$ cat src/rtl/axi_b_resp_pkg.sv
// Shared constants for the AXI B-response generator: response encodings and
// the FIFO pointer width helper.
package axi_b_resp_pkg;

    localparam logic [1:0] RESP_OKAY   = 2'b00;
    localparam logic [1:0] RESP_EXOKAY = 2'b01;
    localparam logic [1:0] RESP_SLVERR = 2'b10;
    localparam logic [1:0] RESP_DECERR = 2'b11;

    // Index bits plus one wrap bit, so full and empty can be told apart
    function automatic int ptr_width(input int depth);
        return $clog2(depth) + 1;
    endfunction

endpackage

$ cat src/rtl/b_resp_fifo.sv
// First-word-fall-through FIFO with wrap-bit pointers; storage is not reset,
// only the pointers are.
module b_resp_fifo
    import axi_b_resp_pkg::*;
#(
    parameter int DATA_WIDTH = 8,
    parameter int DEPTH      = 4
) (
    input  logic                  clk_i,
    input  logic                  rst_i,
    input  logic                  push_i,
    input  logic [DATA_WIDTH-1:0] data_i,
    input  logic                  pop_i,
    output logic [DATA_WIDTH-1:0] data_o,
    output logic                  full_o,
    output logic                  empty_o
);

    localparam int PTR_W = ptr_width(DEPTH);
    localparam int IDX_W = PTR_W - 1;

    logic [PTR_W-1:0]      wr_ptr_r;
    logic [PTR_W-1:0]      rd_ptr_r;
    logic [DATA_WIDTH-1:0] mem_r [DEPTH];
    logic                  do_push_s;
    logic                  do_pop_s;

    assign full_o    = (wr_ptr_r[IDX_W] != rd_ptr_r[IDX_W]) &&
                       (wr_ptr_r[IDX_W-1:0] == rd_ptr_r[IDX_W-1:0]);
    assign empty_o   = (wr_ptr_r == rd_ptr_r);
    // Full refuses a push even when a pop happens in the same cycle
    assign do_push_s = push_i & ~full_o;
    assign do_pop_s  = pop_i & ~empty_o;
    assign data_o    = mem_r[rd_ptr_r[IDX_W-1:0]];

    // Read and write pointer update
    always_ff @(posedge clk_i) begin
        if (rst_i) begin
            wr_ptr_r <= '0;
            rd_ptr_r <= '0;
        end else begin
            if (do_push_s) begin
                wr_ptr_r <= wr_ptr_r + PTR_W'(1);
            end else begin
                wr_ptr_r <= wr_ptr_r;
            end
            if (do_pop_s) begin
                rd_ptr_r <= rd_ptr_r + PTR_W'(1);
            end else begin
                rd_ptr_r <= rd_ptr_r;
            end
        end
    end

    // Entry storage write
    always_ff @(posedge clk_i) begin
        if (do_push_s) begin
            mem_r[wr_ptr_r[IDX_W-1:0]] <= data_i;
        end
    end

endmodule

$ cat src/rtl/axi_b_resp_gen.sv
// AXI B-channel response generator: pairs each AW burst with its completed W
// burst in order and emits one B beat carrying the burst's ID/USER and status.
module axi_b_resp_gen
    import axi_b_resp_pkg::*;
#(
    parameter int ID_WIDTH   = 4,
    parameter int USER_WIDTH = 1,
    parameter int AW_DEPTH   = 4,
    parameter int WB_DEPTH   = 4
) (
    input  logic                  clk_i,
    input  logic                  rst_i,
    input  logic                  aw_valid_i,
    input  logic [ID_WIDTH-1:0]   aw_id_i,
    input  logic [USER_WIDTH-1:0] aw_user_i,
    output logic                  aw_ready_o,
    input  logic                  w_valid_i,
    input  logic                  w_last_i,
    input  logic                  w_err_i,
    output logic                  w_ready_o,
    output logic                  b_valid_o,
    output logic [1:0]            b_resp_o,
    output logic [ID_WIDTH-1:0]   b_id_o,
    output logic [USER_WIDTH-1:0] b_user_o,
    input  logic                  b_ready_i
);

    localparam int AWD_W = ID_WIDTH + USER_WIDTH;

    logic             aw_full_s;
    logic             aw_empty_s;
    logic             wb_full_s;
    logic             wb_empty_s;
    logic [AWD_W-1:0] aw_head_s;
    logic [1:0]       wb_head_s;
    logic             aw_hs_s;
    logic             w_hs_s;
    logic             b_hs_s;
    logic             wb_push_s;
    logic [1:0]       wb_resp_s;
    logic             err_acc_r;

    assign aw_ready_o = ~rst_i & ~aw_full_s;
    assign w_ready_o  = ~rst_i & ~wb_full_s;
    assign b_valid_o  = ~rst_i & ~aw_empty_s & ~wb_empty_s;

    assign aw_hs_s   = aw_valid_i & aw_ready_o;
    assign w_hs_s    = w_valid_i & w_ready_o;
    assign b_hs_s    = b_valid_o & b_ready_i;
    assign wb_push_s = w_hs_s & w_last_i;

    // Zero the payload when no response is offered so unwritten storage never leaks out
    assign b_id_o   = b_valid_o ? aw_head_s[AWD_W-1:USER_WIDTH] : '0;
    assign b_user_o = b_valid_o ? aw_head_s[USER_WIDTH-1:0]     : '0;
    assign b_resp_o = b_valid_o ? wb_head_s                     : RESP_OKAY;

    // Burst status: any failed beat, including the last, makes the burst SLVERR
    always_comb begin
        wb_resp_s = RESP_OKAY;
        if (err_acc_r | w_err_i) begin
            wb_resp_s = RESP_SLVERR;
        end else begin
            wb_resp_s = RESP_OKAY;
        end
    end

    // Error accumulation across the beats of the burst in flight
    always_ff @(posedge clk_i) begin
        if (rst_i) begin
            err_acc_r <= 1'b0;
        end else if (w_hs_s) begin
            if (w_last_i) begin
                err_acc_r <= 1'b0;
            end else begin
                err_acc_r <= err_acc_r | w_err_i;
            end
        end else begin
            err_acc_r <= err_acc_r;
        end
    end

    b_resp_fifo #(
        .DATA_WIDTH (AWD_W),
        .DEPTH      (AW_DEPTH)
    ) u_aw_fifo (
        .clk_i   (clk_i),
        .rst_i   (rst_i),
        .push_i  (aw_hs_s),
        .data_i  ({aw_id_i, aw_user_i}),
        .pop_i   (b_hs_s),
        .data_o  (aw_head_s),
        .full_o  (aw_full_s),
        .empty_o (aw_empty_s)
    );

    b_resp_fifo #(
        .DATA_WIDTH (2),
        .DEPTH      (WB_DEPTH)
    ) u_wb_fifo (
        .clk_i   (clk_i),
        .rst_i   (rst_i),
        .push_i  (wb_push_s),
        .data_i  (wb_resp_s),
        .pop_i   (b_hs_s),
        .data_o  (wb_head_s),
        .full_o  (wb_full_s),
        .empty_o (wb_empty_s)
    );

endmodule

$ cat config.mk
export PLATFORM = sky130hd
export DESIGN_NAME = axi_b_resp_gen
export DESIGN_NICKNAME = d
export VERILOG_FILES = /design/src/rtl/axi_b_resp_pkg.sv /design/src/rtl/b_resp_fifo.sv /design/src/rtl/axi_b_resp_gen.sv
export SDC_FILE = /design/constraint.sdc
export NUM_CORES = 1
export LEC_CHECK = 0
export ABC_AREA = 1
export BUFFER_PORTS_ARGS = -buffer_cell sky130_fd_sc_hd__buf_2
export CAP_MARGIN = 15
export CORE_ASPECT_RATIO = 0.7
export CORE_UTILIZATION = 55
export CTS_CLUSTER_DIAMETER = 200
export DETAILED_ROUTE_END_ITERATION = 10
export GPL_ROUTABILITY_DRIVEN = 0
export PLACE_DENSITY = 0.78
export SLEW_MARGIN = 40
export SYNTH_ARGS = -nofsm -noshare
export SYNTH_HDL_FRONTEND = slang
export SYNTH_HIERARCHICAL = 1
export SYNTH_SLANG_ARGS = --single-unit
$ cat constraint.sdc
create_clock -name clk_i -period 2.75 [get_ports clk_i]
set_clock_uncertainty 0.15 [all_clocks]
set_input_delay 0.55 -clock clk_i [delete_from_list [all_inputs] [get_ports clk_i]]
set_output_delay 0.55 -clock clk_i [all_outputs]
set_load 0.05 [all_outputs]
---- Word level (Yosys, flattened, before mapping) ----
Memory sizes are Yosys's and may differ from the RTL's. A register that Yosys moved wholly into a read port is not among the register bits.
Cells that the tools add are included.
word-level totals
  register bits ........................... 13
  RAM bits ................................ 28
  output and inout port bits .............. 10
  logic and storage cells ................. 50
  memories kept ........................... 2
memory list
  name             depth  width  read ports  clocked after Yosys merged registers in  write ports  line               RTL
  u_aw_fifo.mem_r  4      5      1           1                                        1            b_resp_fifo.sv:24  logic [DATA_WIDTH-1:0] mem_r [DEPTH];
  u_wb_fifo.mem_r  4      2      1           1                                        1            b_resp_fifo.sv:24
cells by class
  add/subtract/negate cells ............... 4
  eq/ne operators ......................... 6
  muxes and demuxes ....................... 13
  bitwise logic cells ..................... 18
  reduce and logical (&&, ||, !) cells .... 2
operator list
  cell                 count
  $add 3x1->3 const B  4
  $and 1x1->1          12
  $mux 2               6
  $eq 3x3->1           2
  $mux 1               6
  $not 1->1            5
  $eq 2x2->1           2
  $mux 4               1
  $logic_and 1x1->1    2
  $ne 1x1->1           2
  $or 1x1->1           1

---- Logic depth before layout (Yosys ltp) ----
Gate-level depths: netlist (run 1).
  word-level depth ........................ 9
  mapped depth ............................ 13
  gate-level depth less buffers ........... 13

---- By module ----
Netlist (run 1), hierarchy kept.
by module, submodules not included
  module                    instances  cells an instance  area each (µm²)  sequential area each (µm²)
  b_resp_fifo at u_aw_fifo  1          124                1261.2           760.7
  b_resp_fifo at u_wb_fifo  1          95                 835.8            400.4
  axi_b_resp_gen            1          36                 163.9            20.0

---- Least setup slack after synthesis (run 1) ----
OpenSTA, ideal clock, no wires.
  path kind ............................... reg2reg
  start point ............................. register u_wb_fifo.wr_ptr_r[0]
  end point ............................... memory u_wb_fifo.mem_r[0][0] (enable)
  setup time .............................. 0.301 ns
  arrival ................................. 1.941 ns
  path slack .............................. 0.357 ns
  stages on the path, launching flop included .. 11
  path buffers ............................ 0
  clock period less this slack ............ 2.393 ns
  cell sequence ........................... dfxtp_1 inv_1 nand2_1 nand2_4 nand3_4 inv_1 nor2_2 nand2_2 nor2_1 nand2_4 nor2_2
between the ends
  cells in the longest elaborated chain, start to end .. 9
RTL lines
  what                          line                  RTL
  from (decl)                   b_resp_fifo.sv:22     logic [PTR_W-1:0] wr_ptr_r;
  from (signal assigned)        b_resp_fifo.sv:43     wr_ptr_r <= wr_ptr_r + PTR_W'(1);
  from (signal assigned)        b_resp_fifo.sv:45     wr_ptr_r <= wr_ptr_r;
  $eq 2x2->1                    b_resp_fifo.sv:29     (wr_ptr_r[IDX_W-1:0] == rd_ptr_r[IDX_W-1:0]);
  $logic_and 1x1->1             b_resp_fifo.sv:28     assign full_o = (wr_ptr_r[IDX_W] != rd_ptr_r[IDX_W]) &&
  net wb_full_s                 axi_b_resp_gen.sv:32  logic wb_full_s;
  $not 1->1                     axi_b_resp_gen.sv:44  assign w_ready_o = ~rst_i & ~wb_full_s;
  $and 1x1->1                   axi_b_resp_gen.sv:44
  net w_ready_o                 axi_b_resp_gen.sv:20  output logic w_ready_o,
  $and 1x1->1                   axi_b_resp_gen.sv:48  assign w_hs_s = w_valid_i & w_ready_o;
  $and 1x1->1                   axi_b_resp_gen.sv:50  assign wb_push_s = w_hs_s & w_last_i;
  net wb_push_s                 axi_b_resp_gen.sv:39  logic wb_push_s;
  $and 1x1->1                   b_resp_fifo.sv:32     assign do_push_s = push_i & ~full_o;
  $mux 1                        b_resp_fifo.sv:57     if (do_push_s) begin
  $mux 1 (not written as such)  b_resp_fifo.sv:58     mem_r[wr_ptr_r[IDX_W-1:0]] <= data_i;
  to (decl)                     b_resp_fifo.sv:24
The timed path passes the listed nets, and every way through them passes these cells.

---- Worst setup path in the final report (run 1) ----
  start point ............................. register u_wb_fifo.wr_ptr_r[0]
  end point ............................... output port b_id_o[1]
between the ends
  cells in the longest elaborated chain, start to end .. 4
RTL lines
  what            line                  RTL
  $eq 3x3->1      b_resp_fifo.sv:30     assign empty_o = (wr_ptr_r == rd_ptr_r);
  net wb_empty_s  axi_b_resp_gen.sv:33  logic wb_empty_s;
  $not 1->1       axi_b_resp_gen.sv:45  assign b_valid_o = ~rst_i & ~aw_empty_s & ~wb_empty_s;
  $and 1x1->1     axi_b_resp_gen.sv:45
  $mux 4          axi_b_resp_gen.sv:53  assign b_id_o = b_valid_o ? aw_head_s[AWD_W-1:USER_WIDTH] : '0;
  to (decl)       axi_b_resp_gen.sv:23  output logic [ID_WIDTH-1:0] b_id_o,
The timed path passes the listed nets, and every way through them passes these cells.

==> run metrics, run 1 <==
Die Ht=55.6 um; r2r setup slk=370 ps; cells on worst reg2reg path=13; first drt pass iteration count=4; final hold slack=323 ps; Cell Area, Synth=2260 sq um; largest cells by area after synthesis=edfxtp_1 37%, dfxtp_1 15%, inv_1 7.8%; clock share of power=35.6%; Fillers=337; IO buf count=21; Cell Int Power=1.05 mW; WL/cell=11.9 um; Fmax=393 MHz; Via density=4.92; crit path capture type=output pin; Reg-to-Reg End=u_aw_fifo/rd_ptr_r[2]; Worst-Skew Late Latency=290 ps; period utilization=92.6%; routed via count=1668; switch share=23.5%; First DRT Iteration DRCs=82; largest net degree at the start of global routing=15; Synth top area share=37.2%; H-tree levels=2; P_sw=0.322 mW; Multi-input gate area=898 sq um; Root Driver=clkbuf_8; share of cells above drive strength 1=19.2%; RSZ-0062 raised after global routing=false; I/O pins=22; register bit total from synthesis=45; antenna-violating nets left=0; vias in the first global route=1491; initial antenna violation count=0; CTS tree=built; final HPWL from detailed placement=2970 um; Setup CP Type=reg2out; Routed WL=4030 um; Comb power frac=10.2%; crit path max fanout=9; total setup buffers inserted after CTS=0; HP Class=in2reg; Num CTS Buffers=5; clk slew on worst S/H paths=80 ps; Reg2Reg Launch Point=u_wb_fifo/wr_ptr_r[0]; syn avg cell area=8.87 sq um; clock buffer depth=2; Synth cell types=19; GRT overflow=0; Sequential Power Share=54.2%; Area growth syn-to-layout=13.2%; die area=4370 sq um; Cell Pwr Density=536 nW/um^2; CP Capture Point=b_id_o[1]; Yosys warnings=6; Setup TNS Final=0 ps; All-Layer GR Usage=20.6%; Nets=308; VDD IR max=374 uV; outcome=finished, final reports clean; sequential share of the synthesized area=52.2%; CP cell instances=inv_1 > nand2_1 > nand2_4 > nand3_4 > inv_1 > nor2_1 > nand2_2 > nor2_1 > buf_2; min Tclk post-route=2550 ps; Core Area=3920 sq um; Row Count=19; CP required=2050 ps; worst path arrival time=1850 ps; slowest library cell on the worst path=dfxtp_1; area leader, netlist=edfxtp_1; slowest stage delay, CP=450 ps; final setup vio count=0; crit path from=u_wb_fifo/wr_ptr_r[0]; first-pass GRT wire length=6730 um; Slew Viols, Final=0; initial core utilization=57.6%; drt drc=0; final hold viol count=0; normalized max-slew margin=57.5%; clk sink count=45; Ant. Diodes=0; Die Wd=78.6 um; Worst setup SP type=register; Worst Tran Pin Value=635 ps; Register Area=1180 sq um; Post-Synthesis Cells=255; Max-Cap Viols=0; Leakage=1.13 nW
cell usage after synthesis:
cell type,count
inv_2,3
nand2_2,9
edfxtp_1,28
ha_1,10
nor2_2,5
nand2_4,5
a21oi_1,13
xnor2_1,1
o21ai_0,14
conb_1,1
o22ai_1,7
dfxtp_1,17
buf_2,1
nor2_1,47
nand3_1,12
nand3_4,4
inv_1,47
nand2_1,30
nor3b_1,1
routing by layer:
| metal | vias up | GRT usage [%] | part of all wire [%] |
|---|---|---|---|
| met5 | - | 0 | 0 |
| met4 | 0 | 8.20 | 1.4 |
| met3 | 7 | 4.75 | 4.2 |
| met2 | 34 | 30.7 | 44 |
| met1 | 759 | 29.3 | 50 |
| li1 | 868 | - | - |
stage by stage:
stage	power (mW)	instances	setup WS, ps	area (sq um)	util (%)
final	1.37	339	203	2560	65.2
after global routing	1.43	339	2.01	2560	65.2
after CTS	1.38	339	197	2560	65.2
after detailed placement	0.899	331	469	2440	62.3
after global placement	0.894	331	526	2440	62.3
after floorplan	0.860	258	357	2270	-
cells by family after synthesis:
family | synth area share (%)
adders and majority gates | 5.53
DFF | 52.2
and+or+nand+nor | 25.2
other | 0.166
xor gates and xnor gates | 0.387
buffers and inverters | 8.52
AOI/OAI and AO/OA | 7.91
worst min-delay path by stage:
stage / from / to / cells past startpoint
floorplan: u_aw_fifo/rd_ptr_r[2] / u_aw_fifo/rd_ptr_r[2] / 2
detailed placement: u_aw_fifo/wr_ptr_r[2] / u_aw_fifo/wr_ptr_r[2] / 2
global placement: u_aw_fifo/rd_ptr_r[2] / u_aw_fifo/rd_ptr_r[2] / 2
global route: aw_id_i[1] / u_aw_fifo/mem_r[3][2] / 1
CTS: aw_user_i / u_aw_fifo/mem_r[3][0] / 1
finish: aw_id_i[3] / u_aw_fifo/mem_r[1][4] / 1
worst max-delay path, delay by kind of cell, from the launching register on:
kind	cells	cell delay [ps]
AND/OR/NAND/NOR	6	670
flip-flops	1	450
buffers and inverters	3	430
final cells by class:
type	count	area share, %
clock inverters	2	1.52
flip-flops and latches	45	46.2
well taps	52	2.54
multi-input cells	162	35.1
repair buffers	22	4.50
clock buffers	6	2.84
inverters	50	7.33
cell usage in the layout (no fill, tap or decap):
| cell type | instances |
|---|---|
| clkbuf_8 | 5 |
| inv_2 | 3 |
| clkbuf_4 | 1 |
| ha_1 | 10 |
| nand2_2 | 9 |
| dfxtp_1 | 17 |
| nand2_4 | 5 |
| edfxtp_1 | 28 |
| nand2_1 | 30 |
| buf_2 | 20 |
| conb_1 | 4 |
| xnor2_1 | 1 |
| nand3_4 | 4 |
| clkbuf_1 | 1 |
| buf_4 | 1 |
| nand3_1 | 12 |
| a21oi_1 | 13 |
| clkinv_4 | 1 |
| nor2_1 | 47 |
| o22ai_1 | 7 |
| inv_1 | 47 |
| o21ai_0 | 14 |
| nor2_2 | 5 |
| nor3b_1 | 1 |
| bufinv_16 | 1 |
power groups by stage:
stage | clock network, mW | registers [mW] | logic [mW]
4_1_cts | 0.497 | 0.744 | 0.141
2_1_floorplan | 0 | 0.756 | 0.105
3_5_place_dp | 0 | 0.759 | 0.139
5_1_grt | 0.526 | 0.746 | 0.159
6_report | 0.488 | 0.744 | 0.140
3_3_place_gp | 0 | 0.758 | 0.136
state kept, by name (all words and copies together) (netlist names), named ones only:
register and flops:
u_aw_fifo/rd_ptr_r 3, err_acc_r 1, u_wb_fifo/mem_r 8, u_aw_fifo/mem_r 20, u_wb_fifo/rd_ptr_r 3, u_wb_fifo/wr_ptr_r 3
u_aw_fifo/wr_ptr_r 3
repair_timing:
item	in CTS	in global routing
gates resized for setup	0	1
setup endpoints to repair	0	1
hold buffers	0	0
No activity file was read; power rests on OpenSTA's default activity.
==> run 2, diff against run 1 <==
Settings changed: PLACE_DENSITY 0.78 to 0.85.
==> run 2 against run 1 <==
Net effect: first-iteration DRC count is 33% higher; design area fell by 0.93%; hold slack got worse by 18 ps; routed wire length decreased by 4.5%; clock-buffer cell count decreased by 1; critical path type unchanged; critical endpoint is now b_id_o[2]; largest power group unchanged.
==> run metrics, run 2 (synthesized netlist as in run 1, its figures left out) <==
outcome=finished, final reports clean; clock buffer depth=2 (unchanged); final hold slack=306 ps (-17.8 ps); CTS tree=built; Num CTS Buffers=5 (unchanged); CP cell instances=inv_1 > nand2_1 > nand2_4 > nand3_4 > inv_1 > nor2_1 > nand2_2 > nor2_1 > buf_2; largest net degree at the start of global routing=16 (+1); dpl cells=331 (unchanged); clk sink count=45 (unchanged); Area growth syn-to-layout=12.1%; All-Layer GR Usage=20.2% (-0.44 points); most frequent cells in the layout=47 x inv_1, 47 x nor2_1, 30 x nand2_1, 28 x edfxtp_1, 21 x buf_2; Post-Route Utilization=64.6% (-0.61 points); Worst setup SP type=register; final setup vio count=0 (unchanged); Die Ht=55.6 um (unchanged); HP Start=aw_id_i[3]; Ant. Diodes=0 (unchanged); Final WS setup=212 ps (+8.45 ps); metal2 WL=1640 um (-7.6%); antenna-violating nets left=0 (unchanged); drt drc=0 (unchanged); Setup CP Type=reg2out; die area=4370 sq um (unchanged); HP Class=in2reg; H-tree levels=2 (unchanged); Hold EP=u_aw_fifo/mem_r[0][4]; I/O pins=22 (unchanged); Row Count=19 (unchanged); Worst-Skew Late Latency=310 ps (+20 ps); VDD IR max=460 uV (+23%); slowest stage delay, CP=440 ps (about the same); top routing layer in use=met4; Setup TNS Final=0 ps (unchanged); initial core utilization=57.6% (unchanged); Leakage=1.12 nW (-0.90%); vias in the first global route=1449 (-2.8%); cells on worst reg2reg path=13 (unchanged); Final Total Pwr=1.29 mW (-5.7%); Core Area=3920 sq um (unchanged); first drt pass iteration count=4 (unchanged); Nets=308 (unchanged); r2r setup slk=470 ps (+100 ps); PostCTS Resize Cnt=0 (unchanged); Cell Pwr Density=510 nW/um^2 (-4.8%); IO buf count=21 (unchanged); Post-Layout Cell Count=339 (unchanged); Reg-to-Reg End=u_wb_fifo/rd_ptr_r[2]; Fmax=394 MHz (+0.33%); hold_buf cts=0 (unchanged); final HPWL from detailed placement=2910 um (-2.0%); slowest library cell on the worst path=dfxtp_1; crit path capture type=output pin; crit path max fanout=9 (unchanged); RSZ-0062 raised after global routing=false; finished layout cell area=2530 sq um (-0.93%); CP required=2050 ps (about the same); total setup buffers inserted after CTS=0 (unchanged); routed via count=1623 (-2.7%); worst path arrival time=1840 ps (about the same); Root Driver=clkbuf_8; period utilization=92.3% (-0.31 points); met1 wire length=1920 um (-5.6%); first-pass GRT wire length=6440 um (-4.4%); worst hold stages=1 (unchanged); WL/cell=11.4 um (-4.5%); clk slew on worst S/H paths=90 ps (about the same); pre-CTS WS=513 ps (+44.0 ps); share of cells above drive strength 1=19.5% (+0.35 points); First DRT Iteration DRCs=109 (+33%); metal3 WL=234 um (+37%); Die Wd=78.6 um (unchanged); initial antenna violation count=0 (unchanged); Reg2Reg Launch Point=u_wb_fifo/wr_ptr_r[0]; min Tclk post-route=2540 ps (-8.45 ps); Slew Viols, Final=0 (unchanged); normalized max-slew margin=62.5% (+5.0 points); GRT overflow=0 (unchanged); Routed WL=3850 um (-4.5%); crit path from=u_wb_fifo/wr_ptr_r[0]; Fillers=332 (-1.5%); Via density=4.79 (-2.7%); Max-Cap Viols=0 (unchanged); final hold viol count=0 (unchanged); Worst Tran Pin Value=561 ps (-74.8 ps); Cell Area, Placed=2440 sq um (unchanged); Largest register FFs=20 (unchanged)
==> run 2: changes by cell type in the layout (fill, tap and decap cells not counted), sizes merged <==
cell / before / now
buf: 21 / 22
bufinv: 1 / 0
clkbuf: 7 / 5
clkinvlp: 0 / 1
inv: 50 / 51
==> run 2: worst max-delay path: cells and delay by family, from the launching register on <==
| family | cells | cell delay (ps) |
|---|---|---|
| buffers and inverters | 3 | 440 |
| and+or+nand+nor | 6 | 650 |
| DFF | 1 | 440 |
==> run 2: how the worst max path moves through the flow <==
stage,depth (start not counted),end,slack (ps)
after detailed placement,13,u_wb_fifo/rd_ptr_r[2],510
final,9,b_id_o[2],210
after CTS,9,b_id_o[2],190
after global routing,9,b_user_o,30
after floorplan,10,u_wb_fifo/mem_r[0][0],360
after global placement,13,u_wb_fifo/rd_ptr_r[2],580
==> run 2: power by group <==
part	switching [mW]	leakage, nW	total [mW]	internal (mW)
Sequential	0.0114	0.391	0.744	0.732
Combinational	0.0938	0.681	0.139	0.0448
Clock	0.231	0.0445	0.411	0.180
==> run 2: routing by layer <==
metal	vias up	GRT usage, %
li1	870	-
met1	718	27.7
met2	31	29.4
met3	4	6.89
met4	0	7.94
met5	-	0
==> run 2: cell type report <==
type | count | area, sq um | area share, %
Clock inverter | 3 | 21.3 | 0.839
Multi-Input combinational cell | 162 | 898 | 35.4
Sequential cell | 45 | 1180 | 46.6
Timing Repair Buffer | 22 | 113 | 4.44
Inverter | 50 | 188 | 7.40
Clock buffer | 5 | 68.8 | 2.71
Tap cell | 52 | 65.1 | 2.57
==> run 3, diff against run 2 <==
--- a/config.mk
+++ b/config.mk
@@ -16,2 +16,3 @@
 export PLACE_DENSITY = 0.85
+export REMOVE_ABC_BUFFERS = 1
 export SLEW_MARGIN = 40
--- a/constraint.sdc
+++ b/constraint.sdc
@@ -4,2 +4,2 @@
 set_output_delay 0.55 -clock clk_i [all_outputs]
-set_load 0.05 [all_outputs]
+set_load 0.005 [all_outputs]
==> run 3 against run 2 <==
Net effect: register-to-register slack got worse by 20 ps; core utilization rose by 0.29 points; flip-flop and latch count did not move; die area did not move; largest power group unchanged; final cell count rose by 0.29%; fmax rose by 7.0%; critical endpoint is now b_resp_o[0]; highest routed layer unchanged; via count rose by 1.2%.
==> run metrics, run 3 (synthesized netlist as in run 1, its figures left out) <==
outcome=finished, final reports clean; routed via count=1643 (+1.2%); hold_buf cts=0 (unchanged); Max-Cap Viols=0 (unchanged); Cell Int Power=0.982 mW (+2.5%); r2r setup slk=450 ps (-20 ps); Final WS setup=378 ps (+166 ps); PostCTS Resize Cnt=0 (unchanged); CP required=2050 ps (about the same); crit path from=u_aw_fifo/wr_ptr_r[0]; crit path capture type=output pin; first-pass GRT wire length=6420 um (-0.22%); All-Layer GR Usage=19.3% (-0.91 points); First DRT Iteration DRCs=86 (-21%); initial core utilization=57.6% (unchanged); die area=4370 sq um (unchanged); min Tclk post-route=2370 ps (-166 ps); Setup TNS Final=0 ps (unchanged); VDD IR max=442 uV (-3.9%); final hold viol count=0 (unchanged); GRT overflow=0 (unchanged); final hold slack=329 ps (+23.0 ps); Worst setup SP type=register; most frequent cells in the layout=47 x inv_1, 47 x nor2_1, 30 x nand2_1, 28 x edfxtp_1, 21 x buf_2; CP Capture Point=b_resp_o[0]; WL/cell=11.3 um (-0.79%); period utilization=86.3% (-6.0 points); Largest register FFs=20 (unchanged); clk slew on worst S/H paths=80 ps (about the same); Leakage=1.12 nW (+0.47%); Ant. Diodes=0 (unchanged); Cell Pwr Density=500 nW/um^2 (-2.0%); crit path max fanout=9 (unchanged); Root Driver=clkbuf_8; Post-Route Utilization=64.9% (+0.29 points); Worst Tran Pin Value=607 ps (+46.6 ps); vias in the first global route=1451 (+0.14%); Comb power frac=9.6% (-1.1 points); clock buffer depth=2 (unchanged); Reg-to-Reg End=u_aw_fifo/rd_ptr_r[2]; P_sw=0.292 mW (-13%); share of cells above drive strength 1=19.4% (-0.068 points); Final Total Pwr=1.27 mW (-1.5%); RSZ-0062 raised after global routing=false; cells on worst reg2reg path=13 (unchanged); Row Count=19 (unchanged); Slew Viols, Final=0 (unchanged); Fmax=422 MHz (+7.0%); Routed WL=3830 um (-0.49%); worst path arrival time=1670 ps (-170 ps); pre-CTS WS=468 ps (-44.4 ps); clock share of power=32.1% (+0.3 points); normalized max-slew margin=59.4% (-3.1 points); H-tree levels=2 (unchanged); clk sink count=45 (unchanged); Setup CP Type=reg2out; Via density=4.83 (+0.93%); Reg2Reg Launch Point=u_aw_fifo/wr_ptr_r[0]; switch share=22.9% (-3.1 points); Core Area=3920 sq um (unchanged); first drt pass iteration count=4 (unchanged); total setup buffers inserted after CTS=0 (unchanged); Sequential Power Share=58.3% (+0.8 points); final HPWL from detailed placement=2960 um (+1.7%); Num CTS Buffers=5 (unchanged); IO buf count=21 (unchanged); Nets=309 (+0.32%); antenna-violating nets left=0 (unchanged); HP Class=in2reg; CTS tree=built; final setup vio count=0 (unchanged); Area growth syn-to-layout=12.6%; Die Wd=78.6 um (unchanged); Die Ht=55.6 um (unchanged); I/O pins=22 (unchanged); Worst-Skew Late Latency=280 ps (-30 ps); initial antenna violation count=0 (unchanged); drt drc=0 (unchanged); Fillers=324 (-2.4%); largest net degree at the start of global routing=15 (-1)
run 3: cell count changes in the layout (fill, tap and decap cells not counted), sizes merged:
cell	before	now
inv	51	50
clkinv	1	0
buf	22	23
clkbuf	5	7
run 3: per-layer routing:
metal  share of wire [%]  GRT usage, %  wire length [um]  vias up
met5                   0             0                 0        -
met4                 1.4          7.41                55        0
met3                 4.7          4.92               179        7
met2                  45          29.2              1730       36
met1                  49          26.7              1870      734
li1                    -             -                 -      866
run 3: area by class of cell:
type	instances	area, sq um	share of cell area (%)
Sequential cell	45	1180	46.4
Clock inverter	1	7.51	0.295
Multi-Input combinational cell	162	898	35.3
Inverter	50	188	7.37
Clock buffer	7	86.3	3.39
Timing Repair Buffer	23	120	4.72
Tap cell	52	65.1	2.56
run 3: worst min path at each step:
stage	from	endpoint	slack, ps	depth (start not counted)
2_1_floorplan	u_aw_fifo/rd_ptr_r[2]	u_aw_fifo/rd_ptr_r[2]	370	2
3_3_place_gp	u_aw_fifo/rd_ptr_r[2]	u_aw_fifo/rd_ptr_r[2]	390	2
3_5_place_dp	u_aw_fifo/wr_ptr_r[2]	u_aw_fifo/wr_ptr_r[2]	400	2
4_1_cts	aw_id_i[1]	u_aw_fifo/mem_r[1][2]	310	1
5_1_grt	aw_id_i[1]	u_aw_fifo/mem_r[1][2]	310	1
6_report	aw_id_i[1]	u_aw_fifo/mem_r[1][2]	330	1
run 3: critical path, cell delays in order, from the launching register on:
cell and delay, ps:
dfxtp_1 430, inv_1 130, nand2_2 100, nand2_4 60
nand3_4 90, inv_1 50, nor2_1 130, nand2_2 160
nor2_1 120, buf_2 120
run 3: stage by stage:
step                      cell area (sq um)  std cells
after floorplan                        2270        257
after global placement                 2450        332
after CTS                              2550        340
final                                  2550        340
after global routing                   2550        340
after detailed placement               2450        332
run 3: power groups by stage:
stage / Sequential, mW / Clock [mW] / Combinational [mW]
2_1_floorplan: 0.756 / 0 / 0.0871
3_3_place_gp: 0.758 / 0 / 0.118
3_5_place_dp: 0.759 / 0 / 0.122
4_1_cts: 0.743 / 0.418 / 0.123
5_1_grt: 0.745 / 0.446 / 0.140
6_report: 0.743 / 0.408 / 0.122
